## config.mk

```make
export PLATFORM = sky130hd
export DESIGN_NAME = reg_wr_arbiter_flat
export DESIGN_NICKNAME = d
export VERILOG_FILES = /design/src/rtl/reg_wr_arbiter_if.sv /design/src/rtl/reg_wr_arbiter.sv /design/src/flat_wrapper.sv
export SDC_FILE = /design/constraint.sdc
export NUM_CORES = 1
export LEC_CHECK = 0
export ABC_AREA = 1
export CAP_MARGIN = 20
export CORE_ASPECT_RATIO = 2
export CORE_MARGIN = 5
export CORE_UTILIZATION = 36
export DETAILED_ROUTE_END_ITERATION = 10
export GPL_TIMING_DRIVEN = 0
export PLACE_DENSITY_LB_ADDON = 0.05
export SYNTH_ARGS = -nofsm -noshare
export SYNTH_HDL_FRONTEND = slang
export SYNTH_SLANG_ARGS = --single-unit
```

## constraint.sdc

```tcl
create_clock -name clk -period 1.3 [get_ports clk]
set_clock_uncertainty 0.1 [all_clocks]
set_input_delay 0.26 -clock clk [delete_from_list [all_inputs] [get_ports clk]]
set_output_delay 0.26 -clock clk [all_outputs]
set_load 0.05 [all_outputs]
```

## src/rtl/reg_wr_arbiter_if.sv

```systemverilog
// Write-port bundle between the two writeback requesters, the arbiter and the register file.
interface reg_wr_arbiter_if #(
  parameter int PW = 4,
  parameter int DW = 8
);
  logic          req0;
  logic [PW-1:0] wr0_addr;
  logic [DW-1:0] wr0_dat;
  logic          swap0;
  logic [PW-1:0] swp_addr;
  logic [DW-1:0] swp_dat;
  logic          gnt0;
  logic          req1;
  logic [PW-1:0] wr1_addr;
  logic [DW-1:0] wr1_dat;
  logic          gnt1;
  logic          rf_wr_en;
  logic [PW-1:0] rf_wr_addr;
  logic [DW-1:0] rf_dat_in;
  logic          busy;
  logic [7:0]    conflicts;

  modport master (
    output req0, wr0_addr, wr0_dat, swap0, swp_addr, swp_dat,
    output req1, wr1_addr, wr1_dat,
    input  gnt0, gnt1, rf_wr_en, rf_wr_addr, rf_dat_in, busy, conflicts
  );

  modport slave (
    input  req0, wr0_addr, wr0_dat, swap0, swp_addr, swp_dat,
    input  req1, wr1_addr, wr1_dat,
    output gnt0, gnt1, rf_wr_en, rf_wr_addr, rf_dat_in, busy, conflicts
  );
endinterface

```

## src/rtl/reg_wr_arbiter.sv

```systemverilog
// Round-robin arbiter for the single register-file write port; grants are same-cycle (zero latency).
// Losers and any request during the second swap write are back-pressured by holding gnt low.
module reg_wr_arbiter #(
  parameter int PW = 4,
  parameter int DW = 8
) (
  input  logic             clk,
  input  logic             reset,
  reg_wr_arbiter_if.slave  bus
);

  localparam logic [0:0] IDLE  = 1'b0;
  localparam logic [0:0] SWAP2 = 1'b1;

  logic [0:0]    state_q;
  logic          prio_q;
  logic [PW-1:0] swp_addr_q;
  logic [DW-1:0] swp_dat_q;
  logic [7:0]    conf_q;

  logic          gnt0;
  logic          gnt1;
  logic          wr_en;
  logic          busy;
  logic [PW-1:0] wr_addr;
  logic [DW-1:0] wr_dat;

  always_comb begin
    gnt0    = 1'b0;
    gnt1    = 1'b0;
    wr_en   = 1'b0;
    busy    = 1'b0;
    wr_addr = '0;
    wr_dat  = '0;
    if (!reset) begin
      if (state_q == SWAP2) begin
        wr_en   = 1'b1;
        wr_addr = swp_addr_q;
        wr_dat  = swp_dat_q;
        busy    = 1'b1;
      end else if (bus.req0 && (!bus.req1 || !prio_q)) begin
        gnt0    = 1'b1;
        wr_en   = 1'b1;
        wr_addr = bus.wr0_addr;
        wr_dat  = bus.wr0_dat;
      end else if (bus.req1) begin
        gnt1    = 1'b1;
        wr_en   = 1'b1;
        wr_addr = bus.wr1_addr;
        wr_dat  = bus.wr1_dat;
      end
    end
  end

  always_ff @(posedge clk) begin
    if (reset) begin
      state_q    <= IDLE;
      prio_q     <= 1'b0;
      swp_addr_q <= '0;
      swp_dat_q  <= '0;
      conf_q     <= '0;
    end else begin
      case (state_q)
        IDLE: begin
          // Priority always moves to whichever requester did not win.
          if (gnt0) begin
            prio_q <= 1'b1;
          end else if (gnt1) begin
            prio_q <= 1'b0;
          end
          if (gnt0 && bus.swap0) begin
            swp_addr_q <= bus.swp_addr;
            swp_dat_q  <= bus.swp_dat;
            state_q    <= SWAP2;
          end
          if (bus.req0 && bus.req1 && (conf_q != 8'hFF)) begin
            conf_q <= conf_q + 8'd1;
          end
        end
        default: state_q <= IDLE;
      endcase
    end
  end

  assign bus.gnt0       = gnt0;
  assign bus.gnt1       = gnt1;
  assign bus.rf_wr_en   = wr_en;
  assign bus.rf_wr_addr = wr_addr;
  assign bus.rf_dat_in  = wr_dat;
  assign bus.busy       = busy;
  assign bus.conflicts  = conf_q;

endmodule

```

## src/flat_wrapper.sv

```systemverilog
// flat-port wrapper written by rule: the top's interface ports become plain ports
module reg_wr_arbiter_flat 
#(
  parameter int PW = 4,
  parameter int DW = 8
)
  (clk, reset, bus_req0, bus_wr0_addr, bus_wr0_dat, bus_swap0, bus_swp_addr, bus_swp_dat, bus_req1, bus_wr1_addr, bus_wr1_dat, bus_gnt0, bus_gnt1, bus_rf_wr_en, bus_rf_wr_addr, bus_rf_dat_in, bus_busy, bus_conflicts);
  reg_wr_arbiter_if #(.PW(PW), .DW(DW)) bus_i ();
  input  logic clk;
  input  logic reset;
  input wire logic [$bits(bus_i.req0)-1:0] bus_req0;
  input wire logic [$bits(bus_i.wr0_addr)-1:0] bus_wr0_addr;
  input wire logic [$bits(bus_i.wr0_dat)-1:0] bus_wr0_dat;
  input wire logic [$bits(bus_i.swap0)-1:0] bus_swap0;
  input wire logic [$bits(bus_i.swp_addr)-1:0] bus_swp_addr;
  input wire logic [$bits(bus_i.swp_dat)-1:0] bus_swp_dat;
  input wire logic [$bits(bus_i.req1)-1:0] bus_req1;
  input wire logic [$bits(bus_i.wr1_addr)-1:0] bus_wr1_addr;
  input wire logic [$bits(bus_i.wr1_dat)-1:0] bus_wr1_dat;
  output wire logic [$bits(bus_i.gnt0)-1:0] bus_gnt0;
  output wire logic [$bits(bus_i.gnt1)-1:0] bus_gnt1;
  output wire logic [$bits(bus_i.rf_wr_en)-1:0] bus_rf_wr_en;
  output wire logic [$bits(bus_i.rf_wr_addr)-1:0] bus_rf_wr_addr;
  output wire logic [$bits(bus_i.rf_dat_in)-1:0] bus_rf_dat_in;
  output wire logic [$bits(bus_i.busy)-1:0] bus_busy;
  output wire logic [$bits(bus_i.conflicts)-1:0] bus_conflicts;
  assign bus_i.req0 = bus_req0;
  assign bus_i.wr0_addr = bus_wr0_addr;
  assign bus_i.wr0_dat = bus_wr0_dat;
  assign bus_i.swap0 = bus_swap0;
  assign bus_i.swp_addr = bus_swp_addr;
  assign bus_i.swp_dat = bus_swp_dat;
  assign bus_i.req1 = bus_req1;
  assign bus_i.wr1_addr = bus_wr1_addr;
  assign bus_i.wr1_dat = bus_wr1_dat;
  assign bus_gnt0 = bus_i.gnt0;
  assign bus_gnt1 = bus_i.gnt1;
  assign bus_rf_wr_en = bus_i.rf_wr_en;
  assign bus_rf_wr_addr = bus_i.rf_wr_addr;
  assign bus_rf_dat_in = bus_i.rf_dat_in;
  assign bus_busy = bus_i.busy;
  assign bus_conflicts = bus_i.conflicts;
  reg_wr_arbiter #(.PW(PW), .DW(DW)) u_core (.clk(clk), .reset(reset), .bus(bus_i));
endmodule
```

==> impl_metrics.env <==
export IMPL_min_to="u_core.swp_dat_q[7]$_SDFFE_PP0P_"
export IMPL_max_freq_mhz=543
export IMPL_syn_mean_instance_area_sq_um=6.97
export IMPL_final_total_negative_setup_slack_ns=-10.47
export IMPL_crit_required_ns=0.94
export IMPL_clk_latency_ns=0.26
export IMPL_num_antenna_cells=0
export IMPL_gp_congestion=0.727
export IMPL_leading_cell_type_in_the_layout_fill_and_taps_excluded="clkdlybuf4s50_1"
export IMPL_placed_area_sq_um=2200
export IMPL_cts_max_path_buffers=2
export IMPL_hold_viol_final=0
export IMPL_portBuffers=63
export IMPL_cts_num_sinks=22
export IMPL_holdCritStartpoint="reset"
export IMPL_drt_total_wl_mm=4.75
export IMPL_wire_length_of_the_first_global_routing_pass_mm=7.41
export IMPL_ys_types=25
export IMPL_slew_headroom=0.792
export IMPL_layout_drive_gt1_share=0.534
export IMPL_grt_start_max_net_pins=13
export IMPL_report_final_setup_viol=33
export IMPL_cts_clk_slew_worst_paths_ns=0.08
export IMPL_detailroute_via_count=1518
export IMPL_syn_area_sq_um=1270
export IMPL_criticalPathCategory="flip-flop to output pin"
export IMPL_timing_critical_path_arrival_ns=1.48
export IMPL_iter_0_drt_violations=16
export IMPL_power_density_nw_per_um2=671
export IMPL_failed_checks="setup timing"
export IMPL_area_delta_synth_final_pct=113
export IMPL_irDropWorstVdd_uv=582
export IMPL_postLayoutCellArea_sq_um=2710
export IMPL_worstReg2RegEnd="u_core.swp_dat_q[6]$_SDFFE_PP0P_"
export IMPL_minimum_setup_slack_in_the_final_design_ns=-0.542
export IMPL_ctsHtreeMaxLevel=1
export IMPL_r2r_start="u_core.prio_q$_SDFFE_PP0P_"
export IMPL_placement_rows=30
export IMPL_routed_via_density=4.83
export IMPL_hold_buffers=0
export IMPL_final_cells=314
export IMPL_total_power_mw=1.82
export IMPL_outcome="finished, violations left"
export IMPL_overall_die_height_um=94.0
export IMPL_nets=309
export IMPL_fp_dieArea_sq_um=4880
export IMPL_ios=65
export IMPL_seq_area_frac_synth=0.347
export IMPL_ys_seq_elements=22
export IMPL_antenna_found_initial=0
export IMPL_routedWlPerCell_um=15.1
export IMPL_postSynthNetCount=224
export IMPL_rsz_0062_raised_after_global_routing="yes"
export IMPL_drt_pre_antenna_iters=4
export IMPL_max_cap_violations=0
export IMPL_post_synth_inst_count=182
export IMPL_post_dp_hpwl_mm=3.01
export IMPL_finalMaxSlewViolations=0
export IMPL_cts_root_buffer_cell="clkbuf_8"
export IMPL_cts_tree="yes"
export IMPL_clock_buffer_count_from_cts=3
export IMPL_layout_common_cells="clkdlybuf4s50_1 (37), nand2_1 (34), nand2_4 (24)"
export IMPL_yosysWarnings=0
export IMPL_timing_critical_path_from_type="flip-flop"
export IMPL_chipWidth_um=52.0
export IMPL_finalCoreUtilization=0.792
export IMPL_crit_path_max_fanout=5
export IMPL_rr_worst_depth=11
export IMPL_max_slew_worst_pin_slew_ns=0.312
export IMPL_core_sq_um=3420
export IMPL_post_route_drc_count=0
export IMPL_finalWorstPathRequiredPeriod_ns=1.84
export IMPL_grt_overflow=0
export IMPL_ant_nets=0
export IMPL_min_period_over_period=1.42
export IMPL_min_delay_path_class="primary input to flip-flop"
export IMPL_grt_pass1_vias=1614
export IMPL_min_path_cells=2
export IMPL_leakage_nw=1.16
export IMPL_worst_r2r_setup_slack_ns=-0.28
export IMPL_global_route_usage_total=0.198
export IMPL_initial_utilization=0.371
export IMPL_critical_path_endpoint_category="output pin"
export IMPL_place_detailed_instances=293
==> timing repair <==
action,4_1_cts,5_1_grt
endpoints found under the setup margin,46,38
cloned,3,0
pin swaps,3,5
buffers inserted,12,5
gates resized for setup,208,31
==> worst max-delay path, cell delays in order, from the launching register on <==
cell and delay, ns:
dfxtp_2 0.35, nand2_2 0.06, nand2_4 0.08, nand4_1 0.12, inv_2 0.18, buf_8 0.16, nand2_2 0.07, nand2_4 0.06
buf_8 0.14
==> worst max-delay path by stage <==
stage | from | endpoint | slack [ns] | cells after the start
floorplan | u_core.prio_q$_SDFFE_PP0P_ | bus_rf_dat_in[1] | -0.12 | 7
global placement | bus_req1 | bus_rf_dat_in[4] | -1.39 | 9
detailed placement | bus_req1 | bus_rf_dat_in[1] | -1.41 | 9
CTS | u_core.prio_q$_SDFFE_PP0P_ | bus_rf_dat_in[1] | -0.52 | 9
global route | u_core.prio_q$_SDFFE_PP0P_ | bus_rf_wr_addr[3] | -0.61 | 8
finish | u_core.prio_q$_SDFFE_PP0P_ | bus_rf_dat_in[5] | -0.54 | 8
==> through the flow <==
step           worst slack, ns  hold slack, ns
4_1_cts                 -0.521           0.104
3_3_place_gp             -1.39           0.363
5_1_grt                 -0.609           0.117
3_5_place_dp             -1.41           0.369
6_report                -0.542           0.116
2_1_floorplan           -0.123           0.296
==> registers in the layout, indices dropped and copies added, names as in the netlist <==
name	count
u_core.bus.conflicts	8
u_core.swp_dat_q	8
u_core.swp_addr_q	4
u_core.prio_q	1
u_core.state_q	1
==> final cells by class <==
| type | count | area, sq um |
|---|---|---|
| repair buffers | 81 | 925 |
| flip-flops and latches | 22 | 468 |
| multi-input cells | 138 | 1030 |
| clock inverters | 1 | 3.75 |
| well taps | 48 | 60.1 |
| inverters | 14 | 75.1 |
| fillers | 219 | 709 |
| plain buffers | 7 | 101 |
| clock buffers | 3 | 41.3 |
==> kinds of logic (layout without fill, tap and decap cells) <==
kind of cell    after synthesis  after routing  share of synthesized area
simple gates                107            107                      0.382
compound gates               29             29                      0.163
flops                        22             22                      0.347
buf+inv                      22            106                     0.0917
fa+ha+maj                     1              1                    0.00986
xor+xnor                      1              1                    0.00690
==> cell usage after synthesis (all sizes together) <==
cell type	count	area (sq um)
nand3b	1	7.51
a22oi	11	82.6
nor3	1	5.00
nand2	77	329
ha	1	12.5
nand4	4	25.0
buf	8	57.6
dfxtp	22	440
clkinv	1	5.00
a21oi	17	119
nor2	15	72.6
xor2	1	8.76
inv	13	53.8
nand3	9	45.0
o21ai	1	5.00
==> report_power, final <==
group / internal, mW / switching, mW
Sequential: 0.683 / 0.0175
Combinational: 0.337 / 0.346
Clock: 0.210 / 0.221
==> metal layers <==
metal	up-vias	routed length, um	track usage
met4	0	90	0.0678
met1	716	1490	0.188
met2	37	3010	0.403
li1	757	-	-
met5	-	0	0
met3	8	150	0.0223
(Power assumes the default switching activity.)
